## src/rtl/mult_ctrl_pkg.sv

```systemverilog
// Shared types and decode helpers for the EX-stage multiply sequencer.
// Contents: state/sign-class enums, reuse tag payload, ALU multiply func
// codes, func -> sign-class and func -> result-half decoders.
package mult_ctrl_pkg;

  localparam int unsigned MULT_LAT_MIN = 1;
  localparam int unsigned XLEN         = 32;
  localparam int unsigned FUNC_W       = 5;
  localparam int unsigned PROD_W       = 66;

  // ALU function codes for the multiply group
  localparam logic [FUNC_W-1:0] ALU_MUL    = 5'h0a;
  localparam logic [FUNC_W-1:0] ALU_MULH   = 5'h0b;
  localparam logic [FUNC_W-1:0] ALU_MULHSU = 5'h0c;
  localparam logic [FUNC_W-1:0] ALU_MULHU  = 5'h0d;

  typedef enum logic [1:0] {
    IDLE = 2'd0,
    BUSY = 2'd1,
    DONE = 2'd2
  } mult_state_e;

  // Operand signedness: first letter opa, second letter opb
  typedef enum logic [1:0] {
    UU = 2'd0,
    SU = 2'd1,
    SS = 2'd2
  } mult_sign_e;

  // Identifies a stored product for reuse
  typedef struct packed {
    logic [XLEN-1:0] opa;
    logic [XLEN-1:0] opb;
    mult_sign_e      sign;
  } mult_tag_t;

  // MUL shares the UU class: the low half is identical for every class
  function automatic mult_sign_e func_sign(input logic [FUNC_W-1:0] func);
    mult_sign_e s;
    case (func)
      ALU_MULH:   s = SS;
      ALU_MULHSU: s = SU;
      default:    s = UU;
    endcase
    return s;
  endfunction

  function automatic logic func_high(input logic [FUNC_W-1:0] func);
    return (func == ALU_MULH) || (func == ALU_MULHSU) || (func == ALU_MULHU);
  endfunction

  function automatic logic [XLEN-1:0] sel_half(input logic [2*XLEN-1:0] prod,
                                               input logic [FUNC_W-1:0] func);
    return func_high(func) ? prod[2*XLEN-1:XLEN] : prod[XLEN-1:0];
  endfunction

endpackage

```

## src/rtl/mult_lat_counter.sv

```systemverilog
// Loadable down-counter with a registered zero flag.
// Ports: clock, reset_n (async active-low), load_i/load_val_i load a new
// count, dec_i decrements (saturating at zero), zero_o is high when the
// held count is zero.
module mult_lat_counter #(
  parameter int unsigned CNT_W = 1
) (
  input  logic             clock,
  input  logic             reset_n,
  input  logic             load_i,
  input  logic [CNT_W-1:0] load_val_i,
  input  logic             dec_i,
  output logic             zero_o
);

  logic [CNT_W-1:0] cnt_q, cnt_d;
  logic             zero_q, zero_d;

  // Next count; the zero flag tracks the next count so it stays registered
  always_comb begin
    cnt_d = cnt_q;
    if (load_i) begin
      cnt_d = load_val_i;
    end else if (dec_i && (cnt_q != '0)) begin
      cnt_d = cnt_q - CNT_W'(1);
    end
    zero_d = (cnt_d == '0);
  end

  always_ff @(posedge clock or negedge reset_n) begin
    if (!reset_n) begin
      cnt_q  <= '0;
      zero_q <= 1'b1;
    end else begin
      cnt_q  <= cnt_d;
      zero_q <= zero_d;
    end
  end

  assign zero_o = zero_q;

endmodule

```

## src/rtl/mult_seq_ctrl.sv

```systemverilog
// Multi-cycle sequencer for the EX-stage integer multiplier.
// Registers operands/func toward a combinational multiplier, holds them for
// MULT_LAT cycles, captures the product, selects the 32-bit result half and
// stalls the pipeline until the one-cycle mult_done pulse.
// Optional feature macro: MULT_REUSE_EN keeps the last product and its
// operand/sign tag so a matching request skips the multiplier.
// Ports:
//   clock, reset_n           clock, async active-low reset
//   mult_req, opa, opb,
//   ID_EX_alu_func           multiply request from ID/EX
//   flush                    squash any in-flight multiply
//   mult_opa/opb/func        registered multiplier inputs
//   mult_result              66-bit product from the multiplier
//   mult_stall               combinational pipeline freeze
//   mult_done, mult_out      result pulse and held result
module mult_seq_ctrl
  import mult_ctrl_pkg::*;
#(
  parameter int unsigned MULT_LAT = 2
) (
  input  logic              clock,
  input  logic              reset_n,
  input  logic              mult_req,
  input  logic [XLEN-1:0]   opa,
  input  logic [XLEN-1:0]   opb,
  input  logic [FUNC_W-1:0] ID_EX_alu_func,
  input  logic              flush,
  output logic [XLEN-1:0]   mult_opa,
  output logic [XLEN-1:0]   mult_opb,
  output logic [FUNC_W-1:0] mult_func,
  input  logic [PROD_W-1:0] mult_result,
  output logic              mult_stall,
  output logic              mult_done,
  output logic [XLEN-1:0]   mult_out
);

  localparam int unsigned LAT_EFF = (MULT_LAT < MULT_LAT_MIN) ? MULT_LAT_MIN : MULT_LAT;
  localparam int unsigned CNT_W   = (LAT_EFF > 1) ? $clog2(LAT_EFF) : 1;

  mult_state_e       state_q, state_d;
  logic [XLEN-1:0]   opa_q, opa_d;
  logic [XLEN-1:0]   opb_q, opb_d;
  logic [FUNC_W-1:0] func_q, func_d;
  logic [XLEN-1:0]   out_q, out_d;
  logic              done_q, done_d;
  logic              cnt_load, cnt_dec, cnt_zero;
  logic              tag_hit;
  logic [2*XLEN-1:0] reuse_prod;

  // Sign-extension bits above the 64-bit product never reach the result
  logic unused_prod_hi;
  assign unused_prod_hi = ^mult_result[PROD_W-1:2*XLEN];

  mult_lat_counter #(
    .CNT_W (CNT_W)
  ) u_lat_cnt (
    .clock      (clock),
    .reset_n    (reset_n),
    .load_i     (cnt_load),
    .load_val_i (CNT_W'(LAT_EFF - 1)),
    .dec_i      (cnt_dec),
    .zero_o     (cnt_zero)
  );

`ifdef MULT_REUSE_EN
  mult_tag_t         tag_q;
  logic              tag_vld_q;
  logic [2*XLEN-1:0] prod_q;
  mult_tag_t         req_tag;
  logic              tag_wr;

  assign req_tag    = '{opa: opa, opb: opb, sign: func_sign(ID_EX_alu_func)};
  assign tag_hit    = tag_vld_q && (tag_q == req_tag);
  assign reuse_prod = prod_q;
  // Only a product captured through the multiplier refreshes the tag
  assign tag_wr     = (state_q == BUSY) && cnt_zero && !flush;

  // Product/tag store; flush leaves it intact since the stored pair stays valid
  always_ff @(posedge clock or negedge reset_n) begin
    if (!reset_n) begin
      tag_q     <= '0;
      tag_vld_q <= 1'b0;
      prod_q    <= '0;
    end else if (tag_wr) begin
      tag_q     <= '{opa: opa_q, opb: opb_q, sign: func_sign(func_q)};
      tag_vld_q <= 1'b1;
      prod_q    <= mult_result[2*XLEN-1:0];
    end
  end
`else
  assign tag_hit    = 1'b0;
  assign reuse_prod = '0;
`endif

  // Next-state and datapath register updates
  always_comb begin
    state_d  = state_q;
    opa_d    = opa_q;
    opb_d    = opb_q;
    func_d   = func_q;
    out_d    = out_q;
    done_d   = 1'b0;
    cnt_load = 1'b0;
    cnt_dec  = 1'b0;

    case (state_q)
      IDLE: begin
        if (mult_req && !flush) begin
          opa_d  = opa;
          opb_d  = opb;
          func_d = ID_EX_alu_func;
          if (tag_hit) begin
            out_d   = sel_half(reuse_prod, ID_EX_alu_func);
            done_d  = 1'b1;
            state_d = DONE;
          end else begin
            cnt_load = 1'b1;
            state_d  = BUSY;
          end
        end
      end
      BUSY: begin
        if (cnt_zero) begin
          out_d   = sel_half(mult_result[2*XLEN-1:0], func_q);
          done_d  = 1'b1;
          state_d = DONE;
        end else begin
          cnt_dec = 1'b1;
        end
      end
      DONE: begin
        state_d = IDLE;
      end
      default: begin
        state_d = IDLE;
      end
    endcase

    // Squash: back to IDLE, result and done suppressed
    if (flush) begin
      state_d  = IDLE;
      out_d    = out_q;
      done_d   = 1'b0;
      cnt_load = 1'b0;
      cnt_dec  = 1'b0;
    end
  end

  always_ff @(posedge clock or negedge reset_n) begin
    if (!reset_n) begin
      state_q <= IDLE;
      opa_q   <= '0;
      opb_q   <= '0;
      func_q  <= '0;
      out_q   <= '0;
      done_q  <= 1'b0;
    end else begin
      state_q <= state_d;
      opa_q   <= opa_d;
      opb_q   <= opb_d;
      func_q  <= func_d;
      out_q   <= out_d;
      done_q  <= done_d;
    end
  end

  assign mult_stall = !flush && (((state_q == IDLE) && mult_req) || (state_q == BUSY));
  assign mult_opa   = opa_q;
  assign mult_opb   = opb_q;
  assign mult_func  = func_q;
  assign mult_done  = done_q;
  assign mult_out   = out_q;

endmodule

```

## config.mk

```make
export PLATFORM = sky130hd
export DESIGN_NAME = mult_seq_ctrl
export DESIGN_NICKNAME = d
export VERILOG_FILES = /design/src/rtl/mult_ctrl_pkg.sv /design/src/rtl/mult_lat_counter.sv /design/src/rtl/mult_seq_ctrl.sv
export SDC_FILE = /design/constraint.sdc
export NUM_CORES = 1
export LEC_CHECK = 0
export BUFFER_PORTS_ARGS = -buffer_cell sky130_fd_sc_hd__buf_2
export CORE_MARGIN = 2
export CORE_UTILIZATION = 35
export CTS_CLUSTER_DIAMETER = 100
export DETAILED_ROUTE_END_ITERATION = 10
export PLACE_DENSITY = 0.66
export SETUP_SLACK_MARGIN = 0.3
export SYNTH_ARGS = -nofsm -noshare
export SYNTH_HDL_FRONTEND = slang
export SYNTH_HIERARCHICAL = 1
export SYNTH_SLANG_ARGS = --single-unit
export TNS_END_PERCENT = 5
```

## constraint.sdc

```tcl
create_clock -name clock -period 4.89 [get_ports clock]
set_clock_uncertainty 0.15 [all_clocks]
set_input_delay 0.489 -clock clock [delete_from_list [all_inputs] [get_ports clock]]
set_output_delay 0.489 -clock clock [all_outputs]
set_load 0.01 [all_outputs]
```

# Word level (Yosys, flattened, before mapping)

Index checks and enable logic that the tools add are counted.

Register bits after elaboration: 106
Bits in latches: 0
RAM bits: 0
ROM bits: 0
Output and inout port bits: 103
Memories: 0

Add/subtract/negate cells: 1
Multipliers: 0
Div/mod/pow operators: 0
Order comparisons: 0
Equality and inequality tests: 6
Shift-type cells: 0
Mux-type cells: 16
Bitwise gates (word level): 2
Reduce and logical (&&, ||, !) cells: 12

Operators with widths:

| kind                | number |
|---|---|
| $mux 32             | 1 |
| $eq 5x4->1 const B  | 3 |
| $mux 1              | 11 |
| $mux 2              | 3 |
| $logic_and 1x1->1   | 4 |
| $pmux 2 s2          | 1 |
| $reduce_and 2->1    | 2 |
| $logic_or 1x1->1    | 3 |
| $ne 3x2->1 const B  | 1 |
| $ne 3x3->1 const B  | 1 |
| $reduce_and 3->1    | 1 |
| $eq 2x1->1 const B  | 1 |
| $logic_not 2->1     | 1 |
| $not 1->1           | 2 |
| $logic_not 1->1     | 1 |
| $sub 1x1->1 const B | 1 |

# Depth between registers and ports, before layout

Gate-level depths: netlist of the first run.

Word-level depth: 7
Mapped depth: 7
Mapped depth without buffers: 5

# By module

The synthesis of the first run kept the hierarchy.

Modules (own cells, without submodules):

| module           | instances | cells each | area each (µm²) | sequential area each (µm²) |
|---|---|---|---|---|
| mult_seq_ctrl    | 1         | 269        | 4185.3          | 2602.5 |
| mult_lat_counter | 1         | 6          | 81.3            | 51.3 |

# Worst setup path before layout of the first run

No wires, ideal clock.

Kind: in2reg
From: in flush
To: reg opa_q[10] (netlist: mult_opa[10])
Data arrival time: 1578 ps
Path slack: 3037 ps
Cell stages on the path: 3
Path buffers: 1
Path through: nor4b_4 buf_6 mux2_4

Word-level cells in the longest chain between the ends: 3

RTL lines:

| element                    | line                 | source |
|---|---|---|
| start: declaration         | mult_seq_ctrl.sv:27  | `input logic flush,` |
| $logic_not 1->1            | mult_seq_ctrl.sv:108 | `if (mult_req && !flush) begin` |
| $logic_and 1x1->1          | mult_seq_ctrl.sv:108 |  |
| $reduce_and 2->1 (no line) | --                   |  |
| end signal: assignment     | mult_seq_ctrl.sv:159 | `opa_q <= opa_d;` |
| end: declaration           | mult_seq_ctrl.sv:41  | `logic [XLEN-1:0] opa_q, opa_d;` |

No other way between the ends.
A chain may end at the register's enable or synchronous reset.

# Worst setup path in the final report of the first run

From: reg state_q[1]
To: reg out_q[3] (netlist: mult_out[3])

Word-level cells in the longest chain between the ends: 2

RTL lines:

| element                    | line                 | source |
|---|---|---|
| start: declaration         | mult_seq_ctrl.sv:40  | `mult_state_e state_q, state_d;` |
| start signal: assignment   | mult_seq_ctrl.sv:158 | `state_q <= state_d;` |
| $eq 2x1->1                 | mult_seq_ctrl.sv:106 | `case (state_q)` |
| $reduce_and 3->1 (no line) | --                   |  |
| end signal: assignment     | mult_seq_ctrl.sv:162 | `out_q <= out_d;` |
| end: declaration           | mult_seq_ctrl.sv:44  | `logic [XLEN-1:0] out_q, out_d;` |

No other way between the ends.

==> results of run 1 <==
## flip-flops by register name, indices dropped and copies added, names as in the netlist
register          flops
mult_opb             32
mult_func             5
mult_opa             32
state_q               2
mult_done             1
u_lat_cnt/zero_o      1
u_lat_cnt/cnt_q       1
mult_out             32
## critical path, cell delays in order (launching register included)
cell	delay (ns)
dfrtp_1	0.42
nor2_2	0.15
nand3_2	0.08
buf_4	0.23
inv_2	0.09
and3_1	0.94
a221o_1	0.30
## kinds of logic after synthesis
| group | after synthesis | synth area share [%] |
|---|---|---|
| buffers and inverters | 19 | 3.55 |
| and+or+nand+nor | 43 | 6.74 |
| other | 1 | 0.0879 |
| AOI/OAI and AO/OA | 36 | 8.09 |
| muxes | 70 | 19.3 |
| DFF | 106 | 62.2 |
## final cells by class
type | instances | area (µm²)
Fill cell | 1073 | 6140
Sequential cell | 106 | 2650
Multi-Input combinational cell | 150 | 1470
Timing Repair Buffer | 243 | 1230
Clock buffer | 12 | 256
Tap cell | 147 | 184
Clock inverter | 4 | 26.3
Inverter | 2 | 7.51
## worst min-delay path by stage
stage,depth (start not counted),slack (ns),to
global placement,1,0.32,mult_opb[6]
finish,1,0.02,mult_opa[9]
CTS,1,0.04,mult_opa[10]
floorplan,0,0.04,mult_done
global route,1,0.07,mult_opa[5]
detailed placement,1,0.33,mult_opb[6]
## power breakdown
group	total (mW)	switching, mW	internal (mW)
sequential	1.29	0.136	1.16
combinational	0.926	0.420	0.506
clock	0.684	0.311	0.373
total	2.90	0.867	2.03
## layout by cell type, fill, tap and decap left out, drive strengths merged, types with 2 or more instances in the layout
master  count
mux2       69
nand2       3
clkinv      3
inv         2
nor2        2
dfrtp     105
buf       243
o21a        2
a221o      32
clkbuf     12
and2       32
## Yosys cell counts (all sizes together)
cell type / count / share of area [%]
a21oi: 1 / 0.12
a221o: 32 / 7.5
and2: 32 / 4.7
and3: 1 / 0.15
buf: 13 / 3.0
clkbuf: 4 / 0.38
conb: 1 / 0.088
dfrtp: 105 / 62
dfstp: 1 / 0.62
inv: 2 / 0.18
mux2: 69 / 19
mux2i: 1 / 0.23
nand2: 3 / 0.26
nand2b: 1 / 0.32
nand3: 1 / 0.23
nor2: 2 / 0.23
nor2b: 1 / 0.15
nor4b: 1 / 0.56
o21a: 2 / 0.35
o21ai: 1 / 0.12
or2: 1 / 0.15
## metal layers
metal,GRT usage (%),wire length [µm],share of wire [%],vias up
li1,-,-,-,1467
met1,17.7,4080,42,1507
met2,24.9,4850,49,150
met3,4.82,771,7.9,10
met4,5.28,97,0.99,0
met5,0,0,0,-
## through the flow
| step | instance area, µm² | utilization, % |
|---|---|---|
| after floorplan | 4270 | - |
| after global placement | 5540 | 46.3 |
| after detailed placement | 5540 | 46.3 |
| after CTS | 5820 | 48.7 |
| after global routing | 5820 | 48.7 |
| final | 5820 | 48.7 |
==> qor.yml, run 1 <==
route:
  postRouteAntennaNets: 0
  vias: 3134
  avgViaCountPerCell: 4.72
  wl_per_cell_um: 14.8
  dr.pass1.iters: 4
  drc: 0
  routed_wl_um: 9810
  detail_route.iter0.violations: 143
layout:
  num-nets-final: 651
  drive_gt1_share_pct: 64.6
  layoutNonFillerInstCount: 664
  diodes: 0
  area_delta_synth_final_pct: 36.5
placement:
  dp_cells: 648
  io_buffers: 239
  place_congestion: 0.755
  dp_hpwl_um: 7130
  preCtsSetupSlack_ns: 2.19
clock_network:
  insertion_delay_ns: 0.33
  cts.sinks: 106
  post_cts_buffers: 0
  cts_root_buf: "clkbuf_16"
  path_clk_slew_ns: 0.07
  ctsHtreeMaxLevel: 3
  cts_made_buffers: 9
  cts_buffer_depth: 2
  cts_tree: "built"
  ctsResizeCount: 0
  holdBufCountCts: 0
timing:
  hold_ws_ns: 0.0203
  period_share_pct: 50.1
  fin_setup_tns_ns: 0
  post-route-min-period_ns: 2.45
  max_freq_mhz: 408
  maxSlewHeadroom_pct: 20.3
  worst_slack_ns: 2.44
  hold_violations: 0
  tightest_slew_ns: 1.20
  drv_slew: 0
  setup_viol: 0
  rsz0062_at_grt: "false"
yosys:
  yosysUniqueCellTypes: 27
  synth_area_per_cell_um2: 15.5
  synthCells: 275
  syn-cell-area_um2: 4270
  synth_seq_cells: 106
  ys_seq_area_share_pct: 62.2
  syn-num-nets: 414
  ys_warn_count: 6
power_and_ir_drop:
  finalPower_mw: 2.90
  ir_drop_mv: 0.202
  p_per_area_nw_per_um2: 498
  power_leakage_nw: 2.95
worst_setup_path:
  cp_max_fo: 35
  reg2reg_to: "mult_out[3]"
  start_kind: "register"
  worstPathArrival_ns: 2.57
  required_ns: 5.01
  worstSetupPathType: "register to register"
  endpoint_kind: "register"
  ff2ff_path_depth: 6
  rrSetupSlack_ns: 2.44
  crit_start: "state_q[1]"
  cp-endpoint: "mult_out[3]"
  r2r_start: "state_q[1]"
grt:
  grt_pass1_vias: 3161
  antenna_found_initial: 0
  track_usage_pct: 14.8
  grt_start_max_net_pins: 70
  grt-ovfl-total: 0
  grt_pass1_wl_um: 15300
run_status:
  status: "complete, no violations"
job:
  drv_cap: 0
die:
  die-area_um2: 13100
  die_h_um: 114
  rows: 40
  ioPinCount: 242
  start_util_pct: 35.7
  core_um2: 12000
  die_w_um: 114
worst_hold_path:
  hp-class: "input pin to asynchronous set/reset pin"
(Power assumes the default switching activity.)
==> inputs of run 2 (changes only) <==
--- a/config.mk
+++ b/config.mk
@@ -5,12 +5,12 @@
 export SDC_FILE = /design/constraint.sdc
 export NUM_CORES = 1
 export LEC_CHECK = 0
+export ABC_AREA = 1
 export BUFFER_PORTS_ARGS = -buffer_cell sky130_fd_sc_hd__buf_2
 export CORE_MARGIN = 2
 export CORE_UTILIZATION = 35
 export CTS_CLUSTER_DIAMETER = 100
 export DETAILED_ROUTE_END_ITERATION = 10
-export PLACE_DENSITY = 0.66
 export SETUP_SLACK_MARGIN = 0.3
 export SYNTH_ARGS = -nofsm -noshare
 export SYNTH_HDL_FRONTEND = slang
==> constraint.sdc (replaced) <==
create_clock -name clock -period 2.5 [get_ports clock]
set_clock_uncertainty 0.15 [all_clocks]
set_input_delay 0.25 -clock clock [delete_from_list [all_inputs] [get_ports clock]]
set_output_delay 0.25 -clock clock [all_outputs]
set_load 0.01 [all_outputs]
==> qor.yml, run 2 <==
run_status:
  status: "complete, no violations"
grt:
  grt_pass1_vias: 4553
  antenna_found_initial: 1
  grt-ovfl-total: 0
  track_usage_pct: 19.8
  grt_start_max_net_pins: 68
  grt_pass1_wl_um: 22500
job:
  drv_cap: 0
placement:
  dp_hpwl_um: 8860
  io_buffers: 239
  place_congestion: 0.744
clock_network:
  cts_tree: "built"
  post_cts_buffers: 0
  cts.sinks: 106
  path_clk_slew_ns: 0.08
  cts_buffer_depth: 2
  cts_made_buffers: 9
  insertion_delay_ns: 0.35
  holdBufCountCts: 70
  ctsHtreeMaxLevel: 3
  ctsResizeCount: 0
  cts_root_buf: "clkbuf_16"
route:
  postRouteAntennaNets: 0
  detail_route.iter0.violations: 221
  avgViaCountPerCell: 4.35
  routed_wl_um: 13900
  met1_length_um: 6240
  highest_layer: "met5"
  wl_met2_um: 6270
  wl_per_cell_um: 12.8
  drc: 0
  vias: 4707
  dr.pass1.iters: 4
  wl_met3_um: 997
die:
  ioPinCount: 242
  rows: 42
  die-area_um2: 14300
  core_um2: 13200
  die_w_um: 120
  start_util_pct: 35.6
  die_h_um: 120
yosys:
  ys_warn_count: 6
  ys_dominant_reg_cell: "dfrtp_1"
  synthCells: 600
  synth_compound_area_share_pct: 0.427
  synth_edf_count: 0
  synthArstFlopShare_pct: 100
  synth_most_common_cell: "nand2_1"
  syn-cell-area_um2: 4690
  synth_area_leaders: "dfrtp_1 56%, nand2_1 24%, nand3_1 6.8%"
  synthTopCellsByCount: "306 x nand2_1, 105 x dfrtp_1, 74 x inv_1"
  synth_seq_cells: 106
  synth_area_per_cell_um2: 7.82
  yosysUniqueCellTypes: 16
  synth_top_area_cell: "dfrtp_1"
  synth_fa_ha_area_share_pct: 0
  yosysTopAreaCellShare_pct: 56.0
  ys_seq_area_share_pct: 56.6
  synthSimpleGateAreaFrac_pct: 33.2
  synthMuxAreaShare_pct: 0
  synth-xor-area-share_pct: 0
  synth_top_family_by_area: "simple AND/OR/NAND/NOR gates"
timing:
  post-route-min-period_ns: 1.84
  period_share_pct: 73.4
  rsz0062_at_grt: "false"
  tightest_slew_ns: 0.710
  hold_violations: 0
  maxSlewHeadroom_pct: 52.7
  setup_viol: 0
  fin_setup_tns_ns: 0
  max_freq_mhz: 545
  drv_slew: 0
layout:
  num-nets-final: 1039
  nFillCells: 1236
  layout_commonest_cell: "nand2_1"
  area_delta_synth_final_pct: 49.8
  drive_gt1_share_pct: 30.4
  final_cell_mix: "306 x nand2_1, 238 x buf_2, 105 x dfrtp_1"
  diodes: 0
worst_hold_path:
  min_path_cells: 5
  hp-class: "input pin to register"
power_and_ir_drop:
  power_leakage_nw: 4.23
  finalPower_mw: 5.77
  ir_drop_mv: 0.373
  p_per_area_nw_per_um2: 822
worst_setup_path:
  cp_max_fo: 16
  worstSetupPathType: "register to output port"
  required_ns: 2.10
  ff2ff_path_depth: 6
  worstPathArrival_ns: 1.44
  endpoint_kind: "output port"
  start_kind: "register"
[run 2: changes by cell type after synthesis, sizes merged, moves of 3 or more]
cell   change
nand2    +305
inv       +75
mux2      -69
nand3     +66
a221o     -32
and2      -32
buf       +14
nor2       +5
o21ai      +3
[run 2: metrics by stage]
| step | worst slack [ns] | instance area (µm²) | hold slack [ns] | utilization [%] | std cells |
|---|---|---|---|---|---|
| 4_1_cts | 0.637 | 7030 | 0.0315 | 53.3 | 1081 |
| 3_5_place_dp | 0.734 | 6020 | 0.0966 | 45.7 | 995 |
| 5_1_grt | 0.516 | 7030 | 0.0546 | 53.3 | 1081 |
| 2_1_floorplan | 1.05 | 4690 | -0.196 | - | 601 |
| 6_report | 0.664 | 7030 | 0.0407 | 53.3 | 1081 |
| 3_3_place_gp | 0.732 | 6020 | 0.0960 | 45.7 | 995 |
[run 2: routing by layer]
layer,global-route usage [%],up-vias
li1,-,2378
met1,25.9,2109
met2,31.3,188
met3,5.13,30
met4,8.01,2
met5,0,-
[run 2: final cells by class]
cell class | instances | area (µm²) | area share (%)
clock inverters | 6 | 73.8 | 1.05
clock buffers | 10 | 229 | 3.26
repair buffers | 318 | 1980 | 28.2
flip-flops and latches | 106 | 2650 | 37.8
inverters | 77 | 289 | 4.11
multi-input cells | 388 | 1580 | 22.5
well taps | 176 | 220 | 3.13
[run 2: critical path, cell delays in order, from the launching register on]
cell and delay [ns]:
dfrtp_1 0.40, nor2_4 0.10, nand3_2 0.08, inv_2 0.24
nor2_1 0.08, inv_1 0.06, buf_2 0.13
[run 2: cell families after synthesis]
kind of cell	count (synthesis)
simple gates	382
buf+inv	107
flops	106
compound gates	4
other cells	1
[run 2: worst paths after layout]
kind | startpoint | to | slack [ns]
hold reg to reg | mult_opa[29] | mult_opa[29] | 0.32
max in group asynchronous | reset_n | u_lat_cnt/zero_o | 1.23
min in group asynchronous | reset_n | mult_out[17] | 0.25
hold / removal | mult_result[4] | mult_out[4] | 0.04
setup reg to reg | mult_func[1] | mult_out[27] | 0.77
setup / recovery | state_q[1] | mult_stall | 0.66
[run 2: where the power goes]
part | internal [mW] | total, mW | switching, mW
combinational | 0.771 | 1.84 | 1.07
sequential | 2.22 | 2.48 | 0.262
clock | 0.792 | 1.46 | 0.665
total | 3.78 | 5.77 | 2.00
==> inputs of run 3 (changes only) <==
==> constraint.sdc (replaced) <==
create_clock -name clock -period 1.84 [get_ports clock]
set_clock_uncertainty 0.15 [all_clocks]
set_input_delay 0.184 -clock clock [delete_from_list [all_inputs] [get_ports clock]]
set_output_delay 0.184 -clock clock [all_outputs]
set_load 0.01 [all_outputs]
==> qor.yml, run 3 (same netlist as run 2, synthesis figures left out) <==
die:
  core_um2: 13200
  die_w_um: 120
  die-area_um2: 14300
  start_util_pct: 35.6
  ioPinCount: 242
  rows: 42
  die_h_um: 120
layout:
  diodes: 0
  num-nets-final: 1069
  multi_input_area_um2: 1610
  nFillCells: 1182
  drive_gt1_share_pct: 30.7
  layout_commonest_cell: "nand2_1"
  final_cell_mix: "305 x nand2_1, 237 x buf_2, 104 x dfrtp_1"
  area_delta_synth_final_pct: 59.8
  regArea_um2: 2660
clock_network:
  cts_root_buf: "clkbuf_16"
  insertion_delay_ns: 0.34
  cts_buffer_depth: 2
  cts_made_buffers: 9
  cts.sinks: 106
  ctsHtreeMaxLevel: 3
  cts_tree: "built"
  path_clk_slew_ns: 0.07
route:
  drc: 0
  avgViaCountPerCell: 4.40
  wl_met2_um: 6810
  wl_met3_um: 1160
  dr.pass1.iters: 5
  detail_route.iter0.violations: 267
  routed_wl_um: 14300
  postRouteAntennaNets: 0
  met1_length_um: 6050
  highest_layer: "met5"
  vias: 4888
  wl_per_cell_um: 12.8
worst_setup_path:
  cp_max_fo: 2
  ff2ff_path_depth: 7
  r2r_start: "state_q[1]"
  crit_path_max_incr_delay_ns: 0.40
  crit_start: "state_q[1]"
  slowest_stage: "dfrtp_1"
  cp-endpoint: "mult_stall"
  reg2reg_to: "mult_opa[13]"
  start_kind: "register"
  worstSetupPathType: "register to output port"
  required_ns: 1.51
  endpoint_kind: "output port"
  worstPathArrival_ns: 1.27
  crit_chain: "nor2_4 -> nand3_4 -> inv_8 -> nor2_4 -> inv_2 -> buf_6"
  rrSetupSlack_ns: 0.30
  cpMostUsedCell: "nor2_4"
power_and_ir_drop:
  power_frac_comb_pct: 32.9
  internal_power_mw: 5.31
  p_per_area_nw_per_um2: 1080
  p_sw_mw: 2.78
  finalPower_mw: 8.09
  power_leakage_nw: 4.43
  seqPwrFrac_pct: 41.7
  clkPwrFrac_pct: 25.4
  ir_drop_mv: 0.543
  sw_frac_of_total_pct: 34.4
grt:
  antenna_found_initial: 1
  grt-ovfl-total: 0
  grt_start_max_net_pins: 68
  grt_pass1_wl_um: 23200
  grt_pass1_vias: 4879
  track_usage_pct: 19.9
timing:
  max_freq_mhz: 625
  rsz0062_at_grt: "true"
  hold_violations: 1
  post-route-min-period_ns: 1.60
  hold_ws_ns: -0.00383
  period_share_pct: 86.9
  drv_slew: 0
  setup_viol: 0
  fin_setup_tns_ns: 0
placement:
  io_buffers: 239
  place_congestion: 0.769
  dp_hpwl_um: 8750
run_status:
  status: "finished, violations left"
  violations: "negative hold slack"
job:
  drv_cap: 0
worst_hold_path:
  hp-class: "input pin to register"
[run 3: changes by cell type in the layout (fill, tap and decap cells not counted), sizes merged]
cell,previous run,this run
buf,248,253
clkinv,0,2
clkbuf,10,11
clkinvlp,2,0
dlygate4sd3,70,94
[run 3: layer usage]
metal | vias to the layer above | track usage (%)
met5 | - | 0
met4 | 2 | 5.07
met3 | 20 | 5.47
met2 | 229 | 33.9
met1 | 2199 | 25.1
li1 | 2438 | -
[run 3: cell type report]
cell class                 count  share of cell area [%]
sequential                   106                    35.4
clock inverter                 6                    1.12
inverter                      77                    3.99
timing repair buffer         348                    31.8
clock buffer                  10                    3.19
multi-input combinational    388                    21.5
tap                          176                    2.94
[run 3: critical path: cells and delay by family, from the launching register on]
| family | cells | cell delay (ns) |
|---|---|---|
| simple gates | 3 | 0.32 |
| flops | 1 | 0.40 |
| buf+inv | 3 | 0.20 |
[run 3: stage by stage]
step | instance area, µm² | cells | worst slack (ns) | util (%)
detailed placement | 6120 | 996 | 0.318 | 46.4
global placement | 6120 | 996 | 0.341 | 46.4
global route | 7500 | 1111 | 0.155 | 56.8
CTS | 7410 | 1107 | 0.229 | 56.1
floorplan | 4690 | 601 | 0.454 | -
finish | 7500 | 1111 | 0.241 | 56.8
[run 3: power groups by stage]
stage	registers [mW]	clock network [mW]	logic, mW
after global placement	3.40	0	2.43
after detailed placement	3.39	0	2.46
after global routing	3.47	2.20	2.96
after CTS	3.37	2.12	2.62
final	3.38	2.06	2.66
after floorplan	3.73	0	0.923
[run 3: worst min path at each step]
stage,startpoint,end,slack (ns),cells past startpoint
3_5_place_dp,reset_n,mult_out[13],-0.15,1
2_1_floorplan,reset_n,mult_done,-0.26,0
6_report,flush,state_q[1],-0.004,4
4_1_cts,mult_result[3],mult_out[3],0.001,5
3_3_place_gp,reset_n,mult_out[17],-0.15,1
5_1_grt,flush,state_q[1],0.008,4
[run 3: what timing repair did]
| action | in CTS | in global routing |
|---|---|---|
| hold buffers | 94 | 0 |
| buffers inserted | 1 | 3 |
| setup endpoints to repair | 2 | 92 |
| pin swaps | 0 | 3 |
| resized for setup | 4 | 14 |
| hold endpoints to repair | 199 | 0 |
| gates cloned | 0 | 1 |
